<file path="src/rtl/snn_pkg.sv">
// Shared definitions for the spiking-neuron blocks: scheduler FSM states,
// default neuron parameters and the saturating adder used by every datapath.
package snn_pkg;

  typedef enum logic [1:0] {
    StIdle,
    StUpdate,
    StDone
  } sched_state_e;

  localparam int unsigned DefWidth     = 8;
  localparam int unsigned DefThreshold = 32;

  // min(a + b, 2^width - 1); operands must already fit in width bits (width <= 31)
  function automatic logic [31:0] sat_add(input logic [31:0] a, input logic [31:0] b,
                                          input int unsigned width);
    logic [32:0] sum;
    logic [32:0] max_val;
    sum     = {1'b0, a} + {1'b0, b};
    max_val = (33'd1 << width) - 33'd1;
    return (sum > max_val) ? max_val[31:0] : sum[31:0];
  endfunction

endpackage

</file>
<file path="src/rtl/lif_update_unit.sv">
// Combinational leaky integrate-and-fire update for one neuron, shared by
// all virtual neurons of the scheduler.
module lif_update_unit
  import snn_pkg::*;
#(
  parameter int unsigned WIDTH     = DefWidth,
  parameter int unsigned THRESHOLD = DefThreshold
) (
  input  logic [WIDTH-1:0] acc_i,
  input  logic [WIDTH-1:0] state_i,
  input  logic             spike_prev_i,
  output logic [WIDTH-1:0] state_next_o,
  output logic             spike_new_o
);

  localparam logic [WIDTH-1:0] Thresh = WIDTH'(THRESHOLD);

  logic [WIDTH-1:0] leak;

  // A neuron that fired last timestep restarts from its accumulated input only
  assign leak         = spike_prev_i ? '0 : (state_i >> 2);
  assign state_next_o = WIDTH'(sat_add(32'(acc_i), 32'(leak), WIDTH));
  assign spike_new_o  = (state_i >= Thresh);

endmodule

</file>
<file path="src/rtl/neuron_step_scheduler.sv">
// Time-multiplexes one LIF update datapath over N_NEURONS virtual neurons:
// accumulate weighted events while idle, sweep all neurons on step, publish spikes.
module neuron_step_scheduler
  import snn_pkg::*;
#(
  parameter int unsigned N_NEURONS = 8,
  parameter int unsigned WIDTH     = DefWidth,
  parameter int unsigned THRESHOLD = DefThreshold,
  localparam int unsigned IDX_W    = $clog2(N_NEURONS)
) (
  input  logic                 clk,
  input  logic                 reset,
  input  logic                 in_valid,
  output logic                 in_ready,
  input  logic [IDX_W-1:0]     in_idx,
  input  logic [WIDTH-1:0]     in_weight,
  input  logic                 step,
  output logic                 busy,
  output logic                 done,
  output logic [N_NEURONS-1:0] spike_vec
);

  sched_state_e fsm_q, fsm_d;
  logic [IDX_W-1:0] idx_q, idx_d;

  logic [WIDTH-1:0]     acc_q  [N_NEURONS];
  logic [WIDTH-1:0]     acc_d  [N_NEURONS];
  logic [WIDTH-1:0]     vmem_q [N_NEURONS];
  logic [WIDTH-1:0]     vmem_d [N_NEURONS];
  logic [N_NEURONS-1:0] spike_prev_q, spike_prev_d;
  logic [N_NEURONS-1:0] shadow_q, shadow_d;
  logic [N_NEURONS-1:0] spike_vec_q, spike_vec_d;

  logic             in_idx_ok;
  logic [WIDTH-1:0] acc_sum;
  logic [WIDTH-1:0] state_next;
  logic             spike_new;

  lif_update_unit #(
    .WIDTH    (WIDTH),
    .THRESHOLD(THRESHOLD)
  ) u_lif (
    .acc_i       (acc_q[idx_q]),
    .state_i     (vmem_q[idx_q]),
    .spike_prev_i(spike_prev_q[idx_q]),
    .state_next_o(state_next),
    .spike_new_o (spike_new)
  );

  assign in_idx_ok = (32'(in_idx) < N_NEURONS);
  assign acc_sum   = WIDTH'(sat_add(32'(acc_q[in_idx]), 32'(in_weight), WIDTH));

  assign in_ready  = (fsm_q == StIdle);
  assign busy      = (fsm_q == StUpdate);
  assign done      = (fsm_q == StDone);
  assign spike_vec = spike_vec_q;

  always_comb begin
    fsm_d        = fsm_q;
    idx_d        = idx_q;
    acc_d        = acc_q;
    vmem_d       = vmem_q;
    spike_prev_d = spike_prev_q;
    shadow_d     = shadow_q;
    spike_vec_d  = spike_vec_q;

    unique case (fsm_q)
      StIdle: begin
        if (in_valid && in_idx_ok) begin
          acc_d[in_idx] = acc_sum;
        end
        if (step) begin
          fsm_d = StUpdate;
          idx_d = '0;
        end
      end
      StUpdate: begin
        vmem_d[idx_q]       = state_next;
        spike_prev_d[idx_q] = spike_new;
        acc_d[idx_q]        = '0;
        shadow_d[idx_q]     = spike_new;
        if (idx_q == IDX_W'(N_NEURONS - 1)) begin
          fsm_d       = StDone;
          // Load the output with the last spike folded in so it is valid alongside done
          spike_vec_d = shadow_d;
        end else begin
          idx_d = idx_q + IDX_W'(1);
        end
      end
      StDone: begin
        fsm_d = StIdle;
      end
      default: begin
        fsm_d = StIdle;
      end
    endcase
  end

  always_ff @(posedge clk) begin
    if (reset) begin
      fsm_q        <= StIdle;
      idx_q        <= '0;
      for (int i = 0; i < int'(N_NEURONS); i++) begin
        acc_q[i]  <= '0;
        vmem_q[i] <= '0;
      end
      spike_prev_q <= '0;
      shadow_q     <= '0;
      spike_vec_q  <= '0;
    end else begin
      fsm_q        <= fsm_d;
      idx_q        <= idx_d;
      acc_q        <= acc_d;
      vmem_q       <= vmem_d;
      spike_prev_q <= spike_prev_d;
      shadow_q     <= shadow_d;
      spike_vec_q  <= spike_vec_d;
    end
  end

endmodule

</file>
<file path="config.mk">
export PLATFORM = sky130hd
export DESIGN_NAME = neuron_step_scheduler
export DESIGN_NICKNAME = d
export VERILOG_FILES = /design/src/rtl/snn_pkg.sv /design/src/rtl/lif_update_unit.sv /design/src/rtl/neuron_step_scheduler.sv
export SDC_FILE = /design/constraint.sdc
export NUM_CORES = 1
export LEC_CHECK = 0
export ABC_AREA = 0
export BUFFER_PORTS_ARGS = -buffer_cell sky130_fd_sc_hd__buf_2
export CAP_MARGIN = 15
export CORE_UTILIZATION = 50
export CTS_CLUSTER_DIAMETER = 60
export DETAILED_ROUTE_END_ITERATION = 16
export GPL_ROUTABILITY_DRIVEN = 0
export GPL_TIMING_DRIVEN = 1
export PLACE_DENSITY = 0.66
export RECOVER_POWER = 100
export SLEW_MARGIN = 20
export SYNTH_ARGS = -nofsm -noshare
export SYNTH_HDL_FRONTEND = slang
export SYNTH_HIERARCHICAL = 1
export SYNTH_SLANG_ARGS = --single-unit
</file>
<file path="constraint.sdc">
create_clock -name clk -period 3 [get_ports clk]
set_input_delay 0.15 -clock clk [delete_from_list [all_inputs] [get_ports clk]]
set_output_delay 0.15 -clock clk [all_outputs]
set_load 0.02 [all_outputs]
</file>
Yosys cells after proc, flatten, opt, wreduce, memory -nomap -nowiden
Cells that the tools add are included.
{"block": "totals", "register_bits": 157, "latch_bits": 0, "ram_bits": 0, "rom_bits": 0, "output_inout_bits": 11, "elab_cells": 85, "mem_count": 0}
{"block": "classes", "add_sub_neg": 3, "n_mul": 0, "n_div": 0, "magnitude_cmp": 9, "n_eq_ne": 7, "n_shift": 0, "muxes": 32, "bitwise": 4, "reduce_logical": 9}
{"op": "64-bit bitwise mux", "n": 2}
{"op": "64-bit case mux with 2 select lines", "n": 1}
{"op": "8-bit 2-to-1 mux", "n": 10}
{"op": "8-bit binary-select mux with 3-bit select", "n": 3}
{"op": "64-bit AND", "n": 1}
{"op": "64-bit 2-to-1 mux", "n": 1}
{"op": "64-bit NOT", "n": 1}
{"op": "8-bit demux with 3-bit select", "n": 2}
{"op": "9-bit by 8-bit > comparator with 1-bit output, second input constant", "n": 2}
{"op": "8-bit bitwise mux", "n": 2}
{"op": "8-bit by 6-bit adder with 9-bit output", "n": 1}
{"op": "8-bit by 8-bit adder with 9-bit output", "n": 1}
{"op": "4-bit >= comparator, second input constant", "n": 2}
{"op": "8-bit by 6-bit >= comparator with 1-bit output, second input constant", "n": 1}
{"op": "4-bit by 1-bit < comparator with 1-bit output, second input constant", "n": 2}
{"op": "3-bit NOT with 4-bit output", "n": 2}
{"op": "3-bit 2-to-1 mux", "n": 2}
{"op": "6-bit 2-to-1 mux", "n": 1}
{"op": "3-bit case mux with 2 select lines", "n": 1}
{"op": "2-bit AND reduction", "n": 3}
{"op": "3-bit by 4-bit < comparator with 1-bit output, second input constant", "n": 1}
{"op": "2-bit 2-to-1 mux", "n": 2}
{"op": "2-bit by 1-bit inequality test with 1-bit output, second input constant", "n": 2}
{"op": "2-bit inequality test, second input constant", "n": 2}
{"op": "other kinds (13)", "n": 16}

Longest topological paths before layout
Gate-level depths: netlist of the first run.
{"block": "depth", "word_depth": 10, "depth_mapped": 17, "mapped_depth_nobuf": 14}

By module
The synthesis of the first run kept the hierarchy.
{"mod": "neuron_step_scheduler", "instances": 1, "cells_per_inst": 988, "area_per_inst_um2": 8209.1}
{"mod": "lif_update_unit", "instances": 1, "cells_per_inst": 52, "area_per_inst_um2": 392.9}

Worst setup path after synthesis of the first run
OpenSTA, ideal clock, no wires.
{"block": "synth_path", "kind": "reg2reg", "from": "reg idx_q[2]", "to": "reg vmem_q[36] (netlist name)", "setup_time_ns": 0.132, "t_arrival_ns": 3.065, "slack_ns": -0.197, "path_stages_with_launch": 15, "n_path_buf": 1, "synth_period_minus_slack_ns": 3.197, "cell_sequence": "dfxtp_1 clkinv_1 nor2_1 a22oi_1 o21ai_0 a221o_1 nor2b_1 ha_1 fa_1 and3_4 or3_1 a21o_1 buf_2 nand2_1 a21oi_1"}
{"block": "synth_between", "elab_chain_len": 9, "elab_cells_between_ends": 19, "classes_between": "1 x add/sub; 3 x order compare; 13 x mux; 1 x bitwise; 1 x reduce/logical"}
{"element": "start: declaration", "line": "neuron_step_scheduler.sv:24", "rtl": "logic [IDX_W-1:0] idx_q, idx_d;"}
{"element": "start signal: assignment", "line": "neuron_step_scheduler.sv:112", "rtl": "idx_q <= idx_d;"}
{"element": "3-bit NOT with 4-bit output (not written as such)", "line": "neuron_step_scheduler.sv:43, neuron_step_scheduler.sv:44"}
{"element": "8-bit binary-select mux with 3-bit select", "line": "neuron_step_scheduler.sv:44", "rtl": ".state_i (vmem_q[idx_q]),"}
{"element": "8-bit 2-to-1 mux (not written as such) (2 in a row)", "line": "neuron_step_scheduler.sv:44"}
{"element": "6-bit 2-to-1 mux", "line": "lif_update_unit.sv:21", "rtl": "assign leak = spike_prev_i ? '0 : (state_i >> 2);"}
{"element": "8-bit by 6-bit adder with 9-bit output (*)", "line": "snn_pkg.sv:19", "rtl": "sum = {1'b0, a} + {1'b0, b};"}
{"element": "9-bit by 8-bit > comparator with 1-bit output", "line": "snn_pkg.sv:21", "rtl": "return (sum > max_val) ? max_val[31:0] : sum[31:0];"}
{"element": "8-bit 2-to-1 mux (*)", "line": "snn_pkg.sv:21"}
{"element": "net state_next[4]", "line": "neuron_step_scheduler.sv:36", "rtl": "logic [WIDTH-1:0] state_next;"}
{"element": "64-bit bitwise mux (*)", "line": "neuron_step_scheduler.sv:78", "rtl": "vmem_d[idx_q] = state_next;"}
{"element": "end signal: assignment", "line": "neuron_step_scheduler.sv:114", "rtl": "vmem_q <= vmem_d;"}
{"element": "end: declaration", "line": "neuron_step_scheduler.sv:28", "rtl": "logic [WIDTH-1:0] vmem_q [N_NEURONS];"}
Mark *: on every way through the listed nets, which the timed path passes. The rest lies on a longest branch. The select of a mux whose other input is x is not followed.
A chain may end at the register's enable or synchronous reset.

Worst setup path after layout of the first run
{"block": "layout_path", "from": "reg idx_q[1]", "to": "reg vmem_q[13] (netlist name)"}
The elaborated chain is that of the path after synthesis.

==> run summary, run 1 <==
The number of port buffers came out at 25. The final non-filler cell area is approximately 0.01 mm². The post-synthesis instance area came out at between 0.007 and 0.008 mm². The clock edge transition at the registers on the reported setup and hold paths is approximately 0.060 ns.

The count of placed standard cells in the final layout, fillers left out is approximately 1,300. The final worst hold slack came out at approximately 0.16 ns. The worst setup path is launched from a register. The static leakage came out at roughly 3.6 nW.

The H-tree level count is 4. The cell total after placement is 1,247. The layout net count came out at roughly 1,100. The number of buffers created by CTS came out at 17.

The final max-slew violation count is 0. The flow ran to the end, but the final reports show violations. The tool flagged a number of max-cap violations equal to 0. The data arrival time of the critical path came out at about 3.4 ns. The clock network burns approximately 46% of the power.

The utilization of the core after routing is around 66%. The floorplan die area came out at between 0.015 and 0.02 mm². The switching power share of the total is roughly a quarter.

The height of the die is roughly 130 µm. In this run the worst path has a maximum fanout of 8. The worst setup path is captured at a register. After detailed routing, the number of vias per cell comes to ~6.3. The number of setup violations in the final report came out at 34. The cts-stage hold buffer count came out at 0. The total wirelength of the detailed-routed design came out at about 28,000 µm. The post-detailed-route count of antenna-violating nets came out at 0. In this run, the number of DRC markers left after iteration 0 of detailed routing was 1,112. Across every metal layer, demand over resource in global routing totals 34.09%. The data required time of the worst path came out at ~3.3 ns.

The pin count of the biggest net entering global routing came out at 52. The post-synthesis cell count came out at between 900 and 1,000. The number of global-route vias before repair is around 7,500. Setup repair after global routing could not meet its margin everywhere. The final reports fail on setup timing. The area of combinational cells with multiple inputs is roughly 0.005 mm². The part of the power in registers came out at about 41%. The detailed-route wire length per cell is 21.48 µm. The final setup skew came out at 0.008727 ns. The fraction of final layout cells sized beyond drive strength 1 is between 30 and 40%. The row count came out at 45.

The least setup slack across all paths after layout came out at -0.1061 ns. The power per unit of standard cell area is 469.8 mW/mm². The final hold violation count is 0.

The post-detailed-placement half-perimeter wirelength is 18,690 µm. The clock latency at the later pin of the worst-skew pair came out at about 0.44 ns. In the routed design, unresolved DRC markers number 0. The clock tree root driver cell is sky130_fd_sc_hd__clkbuf_16. The via count is 8,111.

Summing all flip-flop and latch instances after layout gives roughly 0.0028 mm². The top-level I/O count came out at 26. The total overflow left after global routing is 0. The number of antenna violations at the first check in global routing is 0. The total clock sinks is 141. The post-placement cell area is 0.009086 mm². The average size of a mapped cell is roughly 8.3 µm². The total net switching power came out at 1.254 mW.

The global-route wire length before repair came out at 42,160 µm. The path type of the worst setup path is reg2reg. The final antenna diode count came out at 0. The longest clock path from root to sink contains 2 buffers.

The effective utilization at floorplan is 51.64%. The highest attainable clock frequency is approximately 320 MHz. The count of synthesis-stage warnings from yosys came out at 6. The final critical path takes up 103.5% of the cycle.

The number of inserted filler cells in the final layout is ~1,300. The area of the core came out at about 0.015 mm². The internal power contribution came out at 3.486 mW. The first detailed-routing pass took 6 iterations. The number of nets in the synthesized netlist is approximately 1,000.

The worst relative slew slack is approximately 31%. The die outline width is between 100 and 150 µm. Across the VDD grid, the largest voltage drop is 424.2 µV. The path type of the worst min-delay path is in2reg. After routing, the total negative slack on setup checks comes to -2.227 ns.

After layout, the minimum clock period comes to slightly above 3 ns. The CTS tree is done. The transition time at the pin with the least slew margin came out at slightly above 1 ns. The area growth from synthesis to final layout is 27.11%.

The share of power burned in combinational logic is about an eighth.
[critical path, cell delays in order, from the launching register on]
cell,delay [ns]
sky130_fd_sc_hd__dfxtp_4,0.38
sky130_fd_sc_hd__mux4_2,0.53
sky130_fd_sc_hd__nand2_2,0.09
sky130_fd_sc_hd__o21ai_2,0.06
sky130_fd_sc_hd__a221o_1,0.32
sky130_fd_sc_hd__buf_6,0.16
sky130_fd_sc_hd__nor2b_4,0.17
sky130_fd_sc_hd__ha_4,0.24
sky130_fd_sc_hd__a21oi_4,0.15
sky130_fd_sc_hd__o211ai_2,0.13
sky130_fd_sc_hd__or3_4,0.35
sky130_fd_sc_hd__a21o_4,0.26
sky130_fd_sc_hd__nand2_1,0.06
sky130_fd_sc_hd__a21oi_1,0.06
[registers in the layout, indices dropped and copies added, names as in the netlist]
register	cells
vmem_q	48
spike_prev_q	8
fsm_q	2
acc_q	64
spike_vec	8
idx_q	3
shadow_q	8
[final timing paths]
kind,depth (start not counted),slack (ns),start,end
min reg2reg,2,0.45,vmem_q[29],vmem_q[29]
max,13,-0.11,idx_q[1],vmem_q[13]
max reg2reg,13,-0.11,idx_q[1],vmem_q[13]
min,4,0.16,step,fsm_q[0]
[routing by layer]
layer	vias to the layer above	GRT usage [%]	wire length, µm
li1	3685	-	-
met1	3888	48.14	11800
met2	469	51.73	12530
met3	69	6.594	2584
met4	0	12.32	737
met5	-	0	0
[per-stage QoR]
step                      setup slack (ns)  total power [mW]
after floorplan                   0.007019             2.290
after global placement            -0.09169             2.508
after detailed placement           -0.1528             2.513
after CTS                         -0.01558             4.691
after global routing               -0.1872             4.858
final                              -0.1061             4.740
[power by group through the flow]
| stage | registers, mW | logic [mW] | clock network [mW] |
|---|---|---|---|
| after CTS | 1.92 | 0.575 | 2.20 |
| after global routing | 1.92 | 0.655 | 2.28 |
| final | 1.92 | 0.621 | 2.20 |
| after detailed placement | 1.96 | 0.551 | 0 |
| after floorplan | 1.95 | 0.340 | 0 |
| after global placement | 1.96 | 0.547 | 0 |
[area by class of cell]
| type | instances | share of cell area (%) |
|---|---|---|
| Timing Repair Buffer | 159 | 12.85 |
| Sequential cell | 141 | 28.10 |
| Multi-Input combinational cell | 729 | 49.84 |
| Tap cell | 211 | 2.617 |
| Inverter | 16 | 0.6572 |
| Clock buffer | 21 | 4.563 |
| Clock inverter | 10 | 1.376 |
[layout by cell type (no fill, tap or decap), types with 17 or more instances in the layout]
master	count
sky130_fd_sc_hd__nand2_1	178
sky130_fd_sc_hd__dfxtp_1	133
sky130_fd_sc_hd__buf_4	119
sky130_fd_sc_hd__a21oi_1	113
sky130_fd_sc_hd__nor2_1	61
sky130_fd_sc_hd__o21ai_0	42
sky130_fd_sc_hd__nand3_1	27
sky130_fd_sc_hd__mux4_2	19
sky130_fd_sc_hd__mux2_2	19
sky130_fd_sc_hd__clkbuf_16	19
sky130_fd_sc_hd__nand2_2	18
sky130_fd_sc_hd__mux2i_1	17
[what timing repair did]
item                                    in CTS  in global routing
buffers inserted                             3                  5
gates resized for setup                     29                 58
endpoints found under the setup margin      48                 72
pin swaps                                    8                 29
cloned                                       0                  2
Power figures use the tool's default switching activity.
==> inputs of run 2 (changes only) <==
--- a/config.mk
+++ b/config.mk
@@ -13,7 +13,7 @@
 export DETAILED_ROUTE_END_ITERATION = 16
 export GPL_ROUTABILITY_DRIVEN = 0
 export GPL_TIMING_DRIVEN = 1
-export PLACE_DENSITY = 0.66
+export PLACE_DENSITY = 0.63
 export RECOVER_POWER = 100
 export SLEW_MARGIN = 20
 export SYNTH_ARGS = -nofsm -noshare
==> constraint.sdc (replaced) <==
create_clock -name clk -period 3.4 [get_ports clk]
set_input_delay 0.17 -clock clk [delete_from_list [all_inputs] [get_ports clk]]
set_output_delay 0.17 -clock clk [all_outputs]
set_load 0.02 [all_outputs]
==> run 2 against run 1 <==
Effect of this change:
- critical path type unchanged
- first-iteration DRC count decreased by 4.4%
- combinational power decreased by 29%
- routed wire length decreased by 4.5%
- worst hold slack got worse by 0.041 ns
- the run now ends clean
- setup slack improved by 0.28 ns
==> run summary, run 2 (same netlist as run 1, synthesis figures left out) <==
The total clock sinks came out at 141 (unchanged). The post-detailed-route count of antenna-violating nets is 0 (unchanged). The global-route wire length before repair is 41,140 µm (-2.4%). The detailed-router iteration count before antenna repair is 8 (+2).

The final max-slew violation count came to 0 (unchanged). The number of buffers created by CTS came out at 17 (unchanged). The min-delay analysis places its worst path in the category in2reg.

STA classifies the critical path startpoint as a register. The total routing usage reported by global routing came out at 33.77% (-0.32 points). The flow ran to the end, and the final reports show no timing, DRC or antenna violations. The post-detailed-placement half-perimeter wirelength came to 18,510 µm (-0.96%).

The number of port buffers came out at 25 (unchanged). The total grt overflow came out at 0 (unchanged). The cell sitting at the root of the clock tree is a sky130_fd_sc_hd__clkbuf_16. The CTS tree is done. The maximum number of buffers from clock root to sink came out at 2 (unchanged). The vias per cell is 6.317 (+0.24%). The utilization of the core after routing is 58.61% (-7.0 points).

The H-tree level count was 4 (unchanged). The logic depth of the worst register-to-register path is 12 (-1). The largest registers in the layout are acc_q x64, vmem_q x48. The row count is 45 (unchanged). The area growth from synthesis to final layout came out at 13.49%. In this run the critical register-to-register path is launched from idx_q[1]. The number of max-cap violations is 0 (unchanged). The clock latency at the later pin of the worst-skew pair came to 0.43 ns (about the same). Setup repair after global routing could not meet its margin everywhere. STA classifies the critical path endpoint as a register. The number of flip-flops in the largest register came to 64 (unchanged). The data arrival time of the critical path came out at 3.51 ns (+0.11 ns).

The depth of the worst hold-timing path is 2 (-2). The final setup skew was 0.007399 ns (-0.001327 ns). Leaving out fill and tap cells, the most frequent cells in the layout are sky130_fd_sc_hd__nand2_1, sky130_fd_sc_hd__dfxtp_1, sky130_fd_sc_hd__a21oi_1, sky130_fd_sc_hd__nor2_1, sky130_fd_sc_hd__buf_4.

The register bank with the most flops is acc_q. The total wirelength of the detailed-routed design is 26,410 µm (-4.5%). The largest stage delay on the critical path came out at 0.53 ns (about the same).

The number of setup violations in the final report is 0 (-100%). The clock edge transition at the registers on the reported setup and hold paths came out at 0.06 ns (about the same). The height of the die came out at 128.0 µm (unchanged). The die outline width was 128.0 µm (unchanged). The static leakage came to 3.129 nW (-13%). The number of antenna violations at the first check in global routing is 0 (unchanged). The count of placed standard cells in the final layout, fillers left out is 1,213 (-5.7%). The final antenna diode count is 0 (unchanged). The detailed-route wire length per cell was 21.78 µm (+1.4%).

The worst relative slew slack came to 25.13% (-5.7 points). The floorplan die area came out at 0.01638 mm² (unchanged). The peak ir drop on the vdd network is 368.4 µV (-13%). The most congested layer reported by global routing is met2. The startpoint identified for the worst hold timing path is reset. The final worst hold slack was 0.1144 ns (-0.04139 ns).

The power per unit of standard cell area came out at 443.5 mW/mm² (-5.6%). The worst hold path terminates at acc_q[4]. By startpoint and endpoint, the worst setup path is classified as reg2reg. The cell with the largest stage delay on the worst path is sky130_fd_sc_hd__mux4_2. The least setup slack across all paths after layout is 0.1745 ns (+0.2806 ns).

The cell total after placement came to 1,182 (-5.2%). The layout net count is 1,023 (-6.7%). The number of inserted filler cells in the final layout came to 1,418 (+12%). The final clock period utilization by the worst path is 94.87% (-8.7 points).

The area of the core is 0.01537 mm² (unchanged). The via count is 7,663 (-5.5%). The maximum fanout along the worst path is 9 (+1). The capture instance of the worst register-to-register path is vmem_q[28]. The number of DRC violations after detailed routing came out at 0 (unchanged). The area taken by flip-flops and latches is 0.002831 mm² (-0.13%). The top-level I/O count is 26 (unchanged). The sum of internal, switching and leakage power was 3.996 mW (-16%).

The area of combinational cells with multiple inputs was 0.004684 mm² (-6.8%). The data required time of the worst path is 3.69 ns (+0.39 ns). The final period demand of the worst path came out at 3.225 ns (+0.1194 ns).

The commonest non-fill, non-tap cell in the layout is sky130_fd_sc_hd__nand2_1. The number of global-route vias before repair is 7,094 (-5.8%). The met2 usage in global routing is 48.50% (-3.2 points).

The slack of the worst reg-to-reg path is 0.17 ns (+0.28 ns). The final hold violation count came to 0 (unchanged). The effective utilization at floorplan is 51.64% (unchanged).

The met3 routing resource usage after global routing came out at 9.558% (+3.0 points). The worst setup slack before clock tree synthesis is 0.06224 ns (+0.2151 ns). The signal on the critical path passes through mux4_2 > nand2_1 > o21ai_0 > a221o_1 > buf_4 > nor2b_1 > ha_1 > and3_4 > or3_1 > a21o_1 > nand2_1 > a21oi_1.

The met1 demand-to-capacity share in global routing came out at 48.16% (about the same). The pin count of the biggest net entering global routing came out at 61 (+17%). The transition time at the pin with the least slew margin is 1.121 ns (+0.08559 ns). In this design, the critical path's most frequently occurring cell is sky130_fd_sc_hd__nand2_1. The fraction of final layout cells sized beyond drive strength 1 came to 18.36% (-12 points). The highest attainable clock frequency is 310.0 MHz (-3.7%). The number of design-rule violations left by the first detailed-router iteration came out at 1,063 (-4.4%). The cts-stage hold buffer count is 0 (unchanged).
## run 2: cell count changes in the layout (fill, tap and decap cells not counted), moves of 5 or more
cell                      before  now
sky130_fd_sc_hd__a21oi_1     113  119
sky130_fd_sc_hd__buf_12       10    3
sky130_fd_sc_hd__buf_4       119   54
sky130_fd_sc_hd__dfxtp_1     133  138
sky130_fd_sc_hd__dfxtp_2       7    1
sky130_fd_sc_hd__ha_1          7   16
sky130_fd_sc_hd__ha_2          5    0
sky130_fd_sc_hd__nand2_1     178  196
sky130_fd_sc_hd__nand2_2      18    0
sky130_fd_sc_hd__o21ai_0      42   48
## run 2: report_power, final
part | leakage, nW | switching, mW | internal, mW
Combinational | 1.71 | 0.297 | 0.145
Clock | 0.275 | 0.741 | 1.11
Sequential | 1.14 | 0.0259 | 1.67
Total | 3.13 | 1.06 | 2.93
## run 2: layer usage
layer / routed length (µm) / share of wire (%)
met3: 2817 / 11
met4: 708 / 2.7
met1: 11670 / 44
met5: 0 / 0
met2: 11220 / 42
## run 2: final cells by class
class | count | share of cell area, %
clock buffer | 21 | 5.111
timing repair buffer | 85 | 6.542
tap | 211 | 2.931
clock inverter | 10 | 1.278
sequential | 141 | 31.43
inverter | 16 | 0.7083
multi-input combinational | 729 | 52.00
## run 2: worst max-delay path, delay by kind of cell, from the launching register on
kind	cells	cell delay [ns]
compound gates	4	0.75
mux	1	0.53
fa+ha+maj	1	0.30
flops	1	0.43
buf+inv	1	0.18
simple gates	5	0.89
## run 2: how the worst max path moves through the flow
stage,start,to,cells past startpoint
after floorplan,idx_q[2],vmem_q[36],14
after global placement,in_idx[1],acc_q[22],10
after detailed placement,in_idx[1],acc_q[6],10
after CTS,idx_q[1],vmem_q[23],13
after global routing,idx_q[2],vmem_q[60],13
final,idx_q[1],vmem_q[28],12
## run 2: what timing repair did
item                                    CTS  global route
endpoints found under the setup margin    0            48
resized for setup                         0            10
setup buffers                             0             0
## run 2: metrics by stage
step | setup TNS, ns | cell area (µm²)
6_report | 0 | 9009
5_1_grt | -0.01007 | 9009
4_1_cts | 0 | 9060
2_1_floorplan | 0 | 7938
3_5_place_dp | 0 | 8484
3_3_place_gp | 0 | 8484
